$ cat src/rtl/screen_draw_sequencer_pkg.sv
// Shared frame geometry, screen codes and FSM encoding for the
// full-frame background draw sequencer.
package screen_draw_sequencer_pkg;

    localparam int X_MAX_DEF    = 159;
    localparam int Y_MAX_DEF    = 119;
    localparam int ADDR_W_DEF   = 15;
    localparam int COLOR_W_DEF  = 3;
    localparam int SEL_W        = 3;
    localparam int FRAME_PIXELS = (X_MAX_DEF + 1) * (Y_MAX_DEF + 1);

    // Same codes as the screen/home FSM glue and chooseBackgroundMux
    typedef enum logic [SEL_W-1:0] {
        SCR_SLOW   = 3'b000,
        SCR_NORMAL = 3'b001,
        SCR_FAST   = 3'b010,
        SCR_GAME   = 3'b011,
        SCR_OVER   = 3'b100
    } screen_e;

    typedef enum logic [1:0] {
        ST_IDLE  = 2'd0,
        ST_FETCH = 2'd1,
        ST_DRAIN = 2'd2,
        ST_DONE  = 2'd3
    } state_e;

endpackage

$ cat src/rtl/screen_draw_sequencer_if.sv
// Sequencer bundle: draw request in, ROM address/data and
// aligned adapter pixel stream out.
interface screen_draw_sequencer_if
    import screen_draw_sequencer_pkg::*;
#(
    parameter int ADDR_W  = ADDR_W_DEF,
    parameter int COLOR_W = COLOR_W_DEF
) ();

    logic               start;
    logic [SEL_W-1:0]   screen_sel;
    logic [SEL_W-1:0]   sel_q;
    logic [ADDR_W-1:0]  rom_addr;
    logic [COLOR_W-1:0] rom_color;
    logic [7:0]         vga_x;
    logic [6:0]         vga_y;
    logic [COLOR_W-1:0] vga_colour;
    logic               plot;
    logic               busy;
    logic               done;

    modport master (
        input  start, screen_sel, rom_color,
        output sel_q, rom_addr, vga_x, vga_y, vga_colour,
        output plot, busy, done
    );

    modport slave (
        output start, screen_sel, rom_color,
        input  sel_q, rom_addr, vga_x, vga_y, vga_colour,
        input  plot, busy, done
    );

endinterface

$ cat src/rtl/screen_draw_sequencer_pixel_wrap_counter.sv
// Up-counter 0..MAX with synchronous clear and a wrap flag that
// is high while enabled at MAX.
module screen_draw_sequencer_pixel_wrap_counter #(
    parameter int W   = 8,
    parameter int MAX = 159
) (
    input  logic         clk_i,
    input  logic         rst_ni,
    input  logic         en_i,
    input  logic         clr_i,
    output logic [W-1:0] count_o,
    output logic         wrap_o
);

    localparam logic [W-1:0] MaxV = W'(MAX);

    logic [W-1:0] count_q;
    logic [W-1:0] count_d;

    always_comb begin
        count_d = count_q;
        if (clr_i) begin
            count_d = '0;
        end else if (en_i) begin
            count_d = (count_q == MaxV) ? '0 : count_q + W'(1);
        end
    end

    always_ff @(posedge clk_i or negedge rst_ni) begin
        if (!rst_ni) begin
            count_q <= '0;
        end else begin
            count_q <= count_d;
        end
    end

    assign count_o = count_q;
    assign wrap_o  = en_i && (count_q == MaxV);

endmodule

$ cat src/rtl/screen_draw_sequencer.sv
// Bounded row-major raster walk over the background ROM with
// 1-cycle ROM latency alignment and busy/done reporting.
module screen_draw_sequencer
    import screen_draw_sequencer_pkg::*;
#(
    parameter int X_MAX  = X_MAX_DEF,
    parameter int Y_MAX  = Y_MAX_DEF,
    parameter int ADDR_W = ADDR_W_DEF
) (
    input  logic                    CLOCK_50,
    input  logic                    Resetn,
    screen_draw_sequencer_if.master bus
);

    localparam int XW = $clog2(X_MAX + 1);
    localparam int YW = $clog2(Y_MAX + 1);

    state_e            state_q, state_d;
    logic              fetch, start_go;
    logic              x_wrap, last;
    logic [XW-1:0]     x_cnt, vx_q;
    logic [YW-1:0]     y_cnt, vy_q;
    logic              plot_q;
    logic [ADDR_W-1:0] addr_q, addr_d;
    logic [SEL_W-1:0]  sel_q, sel_d;

    // y only advances on an x wrap, so its wrap flag marks the final pixel
    screen_draw_sequencer_pixel_wrap_counter #(.W(XW), .MAX(X_MAX)) u_x (
        .clk_i   (CLOCK_50),
        .rst_ni  (Resetn),
        .en_i    (fetch),
        .clr_i   (start_go),
        .count_o (x_cnt),
        .wrap_o  (x_wrap)
    );

    screen_draw_sequencer_pixel_wrap_counter #(.W(YW), .MAX(Y_MAX)) u_y (
        .clk_i   (CLOCK_50),
        .rst_ni  (Resetn),
        .en_i    (x_wrap),
        .clr_i   (start_go),
        .count_o (y_cnt),
        .wrap_o  (last)
    );

    always_ff @(posedge CLOCK_50 or negedge Resetn) begin
        if (!Resetn) begin
            state_q <= ST_IDLE;
        end else begin
            state_q <= state_d;
        end
    end

    always_comb begin
        state_d = state_q;
        unique case (state_q)
            ST_IDLE:  if (bus.start) state_d = ST_FETCH;
            ST_FETCH: if (last) state_d = ST_DRAIN;
            ST_DRAIN: state_d = ST_DONE;
            ST_DONE:  state_d = ST_IDLE;
            default:  state_d = ST_IDLE;
        endcase
    end

    always_comb begin
        fetch    = (state_q == ST_FETCH);
        start_go = (state_q == ST_IDLE) && bus.start;
        bus.busy = (state_q != ST_IDLE);
        bus.done = (state_q == ST_DONE);
    end

    always_comb begin
        addr_d = addr_q;
        sel_d  = sel_q;
        if (start_go) begin
            addr_d = '0;
            sel_d  = bus.screen_sel;
        end else if (fetch && !last) begin
            addr_d = addr_q + ADDR_W'(1);
        end
    end

    always_ff @(posedge CLOCK_50 or negedge Resetn) begin
        if (!Resetn) begin
            addr_q <= '0;
            sel_q  <= '0;
            plot_q <= 1'b0;
            vx_q   <= '0;
            vy_q   <= '0;
        end else begin
            addr_q <= addr_d;
            sel_q  <= sel_d;
            plot_q <= fetch;
            if (fetch) begin
                vx_q <= x_cnt;
                vy_q <= y_cnt;
            end
        end
    end

    assign bus.rom_addr   = addr_q;
    assign bus.sel_q      = sel_q;
    assign bus.plot       = plot_q;
    assign bus.vga_x      = 8'(vx_q);
    assign bus.vga_y      = 7'(vy_q);
    assign bus.vga_colour = bus.rom_color;

endmodule

$ cat src/flat_wrapper.sv
// flat-port wrapper written by rule: the top's interface ports become plain ports
module screen_draw_sequencer_flat import screen_draw_sequencer_pkg::*;
#(
    parameter int X_MAX  = X_MAX_DEF,
    parameter int Y_MAX  = Y_MAX_DEF,
    parameter int ADDR_W = ADDR_W_DEF
)
  (CLOCK_50, Resetn, bus_start, bus_screen_sel, bus_rom_color, bus_sel_q, bus_rom_addr, bus_vga_x, bus_vga_y, bus_vga_colour, bus_plot, bus_busy, bus_done);
  screen_draw_sequencer_if #(.ADDR_W(ADDR_W)) bus_i ();
  input  logic CLOCK_50;
  input  logic Resetn;
  input wire logic [$bits(bus_i.start)-1:0] bus_start;
  input wire logic [$bits(bus_i.screen_sel)-1:0] bus_screen_sel;
  input wire logic [$bits(bus_i.rom_color)-1:0] bus_rom_color;
  output wire logic [$bits(bus_i.sel_q)-1:0] bus_sel_q;
  output wire logic [$bits(bus_i.rom_addr)-1:0] bus_rom_addr;
  output wire logic [$bits(bus_i.vga_x)-1:0] bus_vga_x;
  output wire logic [$bits(bus_i.vga_y)-1:0] bus_vga_y;
  output wire logic [$bits(bus_i.vga_colour)-1:0] bus_vga_colour;
  output wire logic [$bits(bus_i.plot)-1:0] bus_plot;
  output wire logic [$bits(bus_i.busy)-1:0] bus_busy;
  output wire logic [$bits(bus_i.done)-1:0] bus_done;
  assign bus_i.start = bus_start;
  assign bus_i.screen_sel = bus_screen_sel;
  assign bus_i.rom_color = bus_rom_color;
  assign bus_sel_q = bus_i.sel_q;
  assign bus_rom_addr = bus_i.rom_addr;
  assign bus_vga_x = bus_i.vga_x;
  assign bus_vga_y = bus_i.vga_y;
  assign bus_vga_colour = bus_i.vga_colour;
  assign bus_plot = bus_i.plot;
  assign bus_busy = bus_i.busy;
  assign bus_done = bus_i.done;
  screen_draw_sequencer #(.X_MAX(X_MAX), .Y_MAX(Y_MAX), .ADDR_W(ADDR_W)) u_core (.CLOCK_50(CLOCK_50), .Resetn(Resetn), .bus(bus_i));
endmodule
$ cat config.mk
export PLATFORM = sky130hd
export DESIGN_NAME = screen_draw_sequencer_flat
export DESIGN_NICKNAME = d
export VERILOG_FILES = /design/src/rtl/screen_draw_sequencer_pkg.sv /design/src/rtl/screen_draw_sequencer_if.sv /design/src/rtl/screen_draw_sequencer_pixel_wrap_counter.sv /design/src/rtl/screen_draw_sequencer.sv /design/src/flat_wrapper.sv
export SDC_FILE = /design/constraint.sdc
export NUM_CORES = 1
export LEC_CHECK = 0
export ABC_AREA = 1
export CORE_MARGIN = 2
export CORE_UTILIZATION = 45
export DETAILED_ROUTE_END_ITERATION = 12
export PLACE_DENSITY = 0.7
export SYNTH_ARGS = -nofsm -noshare
export SYNTH_HDL_FRONTEND = slang
export SYNTH_SLANG_ARGS = --single-unit
$ cat constraint.sdc
create_clock -name CLOCK_50 -period 2.85 [get_ports CLOCK_50]
set_input_delay 0.4275 -clock CLOCK_50 [delete_from_list [all_inputs] [get_ports CLOCK_50]]
set_output_delay 0.4275 -clock CLOCK_50 [all_outputs]
set_load 0.02 [all_outputs]
======== Word-level counts from Yosys, hierarchy flattened ========
Cells that the tools add are included.
word-level totals
  output and inout bits ................... 39
  input bits .............................. 9
  register bits after elaboration ......... 51
operators by class
  add/sub/neg operators ................... 3
  muxes and demuxes ....................... 11
  equality and inequality tests ........... 7
  reduce and logical (&&, ||, !) cells .... 11
operators with widths
  kind                                                              number
  15-bit 2-to-1 mux                                                 2
  8-bit 2-to-1 mux                                                  3
  7-bit 2-to-1 mux                                                  3
  15-bit by 1-bit adder with 15-bit output (second input constant)  1
  8-bit by 1-bit adder with 8-bit output (second input constant)    1
  8-bit == test (second input constant)                             1
  2-bit case mux with 4 select lines                                1
  2-bit nonzero test                                                4
  7-bit by 1-bit adder with 7-bit output (second input constant)    1
  7-bit == test (second input constant)                             1
  2-bit == test (second input constant)                             2
  1-bit logical AND                                                 4
  2-bit 2-to-1 mux                                                  2
  2-bit inequality test (second input constant)                     2
  2-bit by 1-bit == test with 1-bit output (second input constant)  1
  2-bit logical NOT                                                 1
  2-bit AND reduction                                               1
  1-bit logical NOT                                                 1

======== Longest topological paths before layout ========
  depth in word-level cells ............... 7
  mapped depth ............................ 11

======== Modules after synthesis ========
From an unflattened synthesis, not the netlist that was laid out.
second synthesis, totals
  cell total of the unflattened synthesis .. 344
  area total of the unflattened synthesis .. 2668.8 um2
modules (own cells, without submodules)
  module                                                 cells an instance  area each (um2)  times used
  screen_draw_sequencer                                  226                1786.7           1
  screen_draw_sequencer_pixel_wrap_counter (u_core.u_x)  63                 473.0            1
  screen_draw_sequencer_pixel_wrap_counter (u_core.u_y)  55                 409.1            1

======== Least setup slack after synthesis ========
Ideal clock, no wire load.
  kind .................................... register to register
  start point ............................. register u_core.state_q[1]
  end point ............................... register u_core.vx_q[7] (netlist: u_core.bus.vga_x[7])
  arrival ................................. 1412 ps
  cell stages (with the launch flop) ...... 8
  setup time .............................. 132 ps
  required time ........................... 2718 ps
  path slack .............................. 1307 ps
  cell sequence ........................... dfrtp_1 inv_1 ha_1 buf_2 inv_1 buf_2 clkbuf_1 o21ai_0
on the way
  longest elaborated chain between the ends .. 1
ends and longest elaborated chain
  item                                      line                         source
  start: declaration                        screen_draw_sequencer.sv:18  state_e state_q, state_d;
  start signal: assignment                  screen_draw_sequencer.sv:50  state_q <= state_d;
  2-bit by 1-bit == test with 1-bit output  screen_draw_sequencer.sv:66  fetch = (state_q == ST_FETCH);
  net u_core.fetch                          screen_draw_sequencer.sv:19  logic fetch, start_go;
  end signal: assignment                    screen_draw_sequencer.sv:95  vx_q <= x_cnt;
  end: declaration                          screen_draw_sequencer.sv:21  logic [XW-1:0] x_cnt, vx_q;
The timed path passes the listed nets, and every way through them passes these cells.
A chain may end at the register's enable or synchronous reset.

======== Final worst setup path ========
  start point ............................. register u_core.state_q[0]
  end point ............................... output port bus_busy
on the way
  longest elaborated chain between the ends .. 1
ends and longest elaborated chain
  item                line                         source
  2-bit nonzero test  screen_draw_sequencer.sv:68  bus.busy = (state_q != ST_IDLE);
  end: declaration    flat_wrapper.sv:21           output wire logic [$bits(bus_i.busy)-1:0] bus_busy;
Every way passes these cells.

==> key figures <==
Status
  – Status: completed

Clock tree
  – Max Buffers Root-to-Sink: 2
  – Clock-pin slew on the worst setup and hold paths: approximately 0.090 ns
  – H-tree depth: 2
  – CTS Buf Count: 5
  – CTS Sinks: a little over 50
  – CTS Hold Bufs: 0
  – CTS root buf: clkbuf_8
  – Setup bufs post-CTS: 0
  – Clock Latency Late Sink: slightly above 0.3 ns
  – TritonCTS clock tree: done
  – # resized after CTS: 0

Layout
  – Most frequent cells in the layout: 115 x nand2_1, 51 x dfrtp_1, 40 x clkdlybuf4s50_1
  – Layout Area Growth over Synthesis: 21.15%
  – Commonest non-fill, non-tap cell in the layout: nand2_1
  – Finished Core Util: around 56%
  – Number of diodes: 0
  – Share of layout cells above drive strength 1: approximately 6.3%
  – Final nets: ~400

Hold path
  – Hold Path Class: in2async

STA
  – Fmax: between 400 and 500 MHz
  – Unrepaired setup endpoints after global routing: no
  – Setup TNS: 0 ns
  – Slew margin rel.: 67.93%
  – Final Setup Violations: 0
  – Period utilization: between 70% and 80%
  – Clk_skew: about 0.0074 ns
  – Final Hold Vio Count: 0
  – Tmin final: 2.126 ns
  – Max Transition Viols Final: 0
  – Worst Max-Slew Pin Slew: roughly 0.48 ns

Synth
  – Synth top area cells: dfrtp_1 48%, nand2_1 16%, nand3_1 4.5%
  – Synth Flop Type: dfrtp_1
  – Synth area leader: dfrtp_1
  – Post-synth top area share: a little under half
  – Multiplexer share of the synthesized area: 0%
  – Mapped Nets: 360
  – Adder-cell share of the synthesized area: under 10%
  – Avg Cell Area, Syn: around 7.8 um2
  – Library cells used by synthesis: 26
  – Synthesized flop and latch total: 51
  – Synthesis warning total: 0
  – Synth Area in Simple Gates: 32.48%
  – Mapped Area: about 2700 um2
  – Post-synthesis xor/xnor area fraction: around 2.3%
  – Post-synth ARST share: 100.0%
  – Post-synthesis compound-gate area fraction: 6.036%
  – Main combinational cell family by area after synthesis: simple AND/OR/NAND/NOR gates
  – Post-synthesis sequential area ratio: 47.73%
  – Post-synth EDFFs: 0
  – Gate Count Post-Synth: between 300 and 400

Power and ir drop
  – Pwr Density: roughly 800 nW/um2
  – Max IR drop VDD: around 0.59 mV
  – Power, Total: between 2 and 3 mW
  – Leak: 1.575 nW

Setup path
  – Critical path class: reg2out
  – CP Data Required Time: 2.42 ns
  – Worst-path fanout max: 4
  – Critical Path End Type: output port
  – Arr. time, crit path: 1.70 ns
  – Startpoint class of the critical path: register

Detailed routing
  – M1 WL: about 2700 um
  – Wire length on met3: between 150 and 200 um
  – Met2 wire len: 2518 um
  – DR WL/cell: approximately 12 um
  – Detail Route Antenna Nets: 0
  – Vias: ~2,300
  – Vias per std cell: 4.941
  – Pre-Repair DR Iteration Count: 4
  – Iteration-0 DRC Markers: roughly 160
  – Top sig layer: met4
  – DRC: 0
  – Detailed-route wire length: about 5500 um

Die
  – Rows: 28
  – Die area: ~6600 um2
  – Core ar.: between 5000 and 6000 um2
  – Chip height: 81.09 um
  – Die Wd: around 81 um
  – Top Ports: 48
  – Starting Density: between 40% and 50%

Job
  – Max-cap violations: 0

Global route
  – Largest net degree at the start of global routing: 37
  – GR Util All Layers: a little under a fifth
  – GRT overflow: 0
  – Number of global-route vias before repair: between 2,000 and 2,500
  – Global-route wire length before repair: between 9000 and 10,000 um
  – Initial antenna violation count: 0

Placed design
  – Hpwl dp: 3938 um
  – IO Port Bufs: 41
  – GPL Wtd Cong: ~0.8
-- cell type report --
class / instances / area (um2)
Clock buffer: 6 / 82.58
Tap cell: 75 / 93.84
Timing Repair Buffer: 45 / 435.4
Inverter: 33 / 125.1
Sequential cell: 51 / 1276
Fill cell: 551 / 2576
Clock inverter: 2 / 35.03
Multi-Input combinational cell: 246 / 1191
-- cell families after synthesis --
family,after synthesis
buffers and inverters,46
and+or+nand+nor,200
AOI/OAI and AO/OA,31
xor gates and xnor gates,7
DFF,51
adders and majority gates,8
-- critical path, stage by stage (launching register included) --
cell and delay [ns]:
dfrtp_1 0.41, inv_1 0.10, ha_1 0.22, inv_1 0.07
clkdlybuf4s50_1 0.60
-- flip-flops by register name, indices dropped and copies added (netlist names) --
register,count
u_core.bus.vga_x,8
u_core.bus.rom_addr,15
u_core.bus.plot,1
u_core.bus.sel_q,3
u_core.bus.vga_y,7
u_core.state_q,2
u_core.u_x.count_o,8
u_core.u_y.count_o,7
-- synth_stat cells (2+ instances only) --
cell type and n:
nor2_4 2, ha_1 8, o21ai_0 21, buf_4 5
buf_2 5, or2_2 3, nor2_1 32, nand2_1 115
xor2_1 6, inv_1 31, nand2_2 3, nand3_1 24
a21oi_1 6, dfrtp_1 51, clkbuf_1 2, o22ai_1 3
nand4_1 17
-- per-layer routing --
metal	global-route usage, %	vias to the layer above
met3	3.444	7
met2	27.69	49
met5	0	-
met4	7.797	0
met1	26.12	1034
li1	-	1173
-- power by group --
part	total [mW]	internal (mW)	switching, mW
combinational	1.05	0.398	0.648
clock	0.520	0.284	0.235
sequential	1.03	0.887	0.146
total	2.60	1.57	1.03
-- worst paths after layout --
check | startpoint | endpoint | slack [ns] | depth (start not counted)
min in group CLOCK_50 | u_core.bus.vga_y[2] | u_core.bus.vga_y[2] | 0.48 | 2
worst min-delay path | Resetn | u_core.bus.vga_y[5] | 0.02 | 1
max in group asynchronous | Resetn | u_core.u_x.count_o[5] | 2.07 | 2
worst max-delay path | u_core.state_q[0] | bus_busy | 0.72 | 4
worst max register to register | u_core.state_q[1] | u_core.bus.rom_addr[6] | 0.89 | 7
worst min register to register | u_core.bus.vga_y[2] | u_core.bus.vga_y[2] | 0.48 | 2
-- per-stage QoR --
stage               std cells  instance area [um2]  hold slack (ns)  setup slack (ns)
floorplan                 343                 2674           0.1319             1.307
finish                    458                 3239          0.02096            0.7236
CTS                       458                 3239          0.02443            0.7017
global placement          450                 3122           0.3611            0.8512
detailed placement        450                 3122           0.3615            0.8127
global route              458                 3239          0.03390            0.6276
No activity file was read; power rests on OpenSTA's default activity.
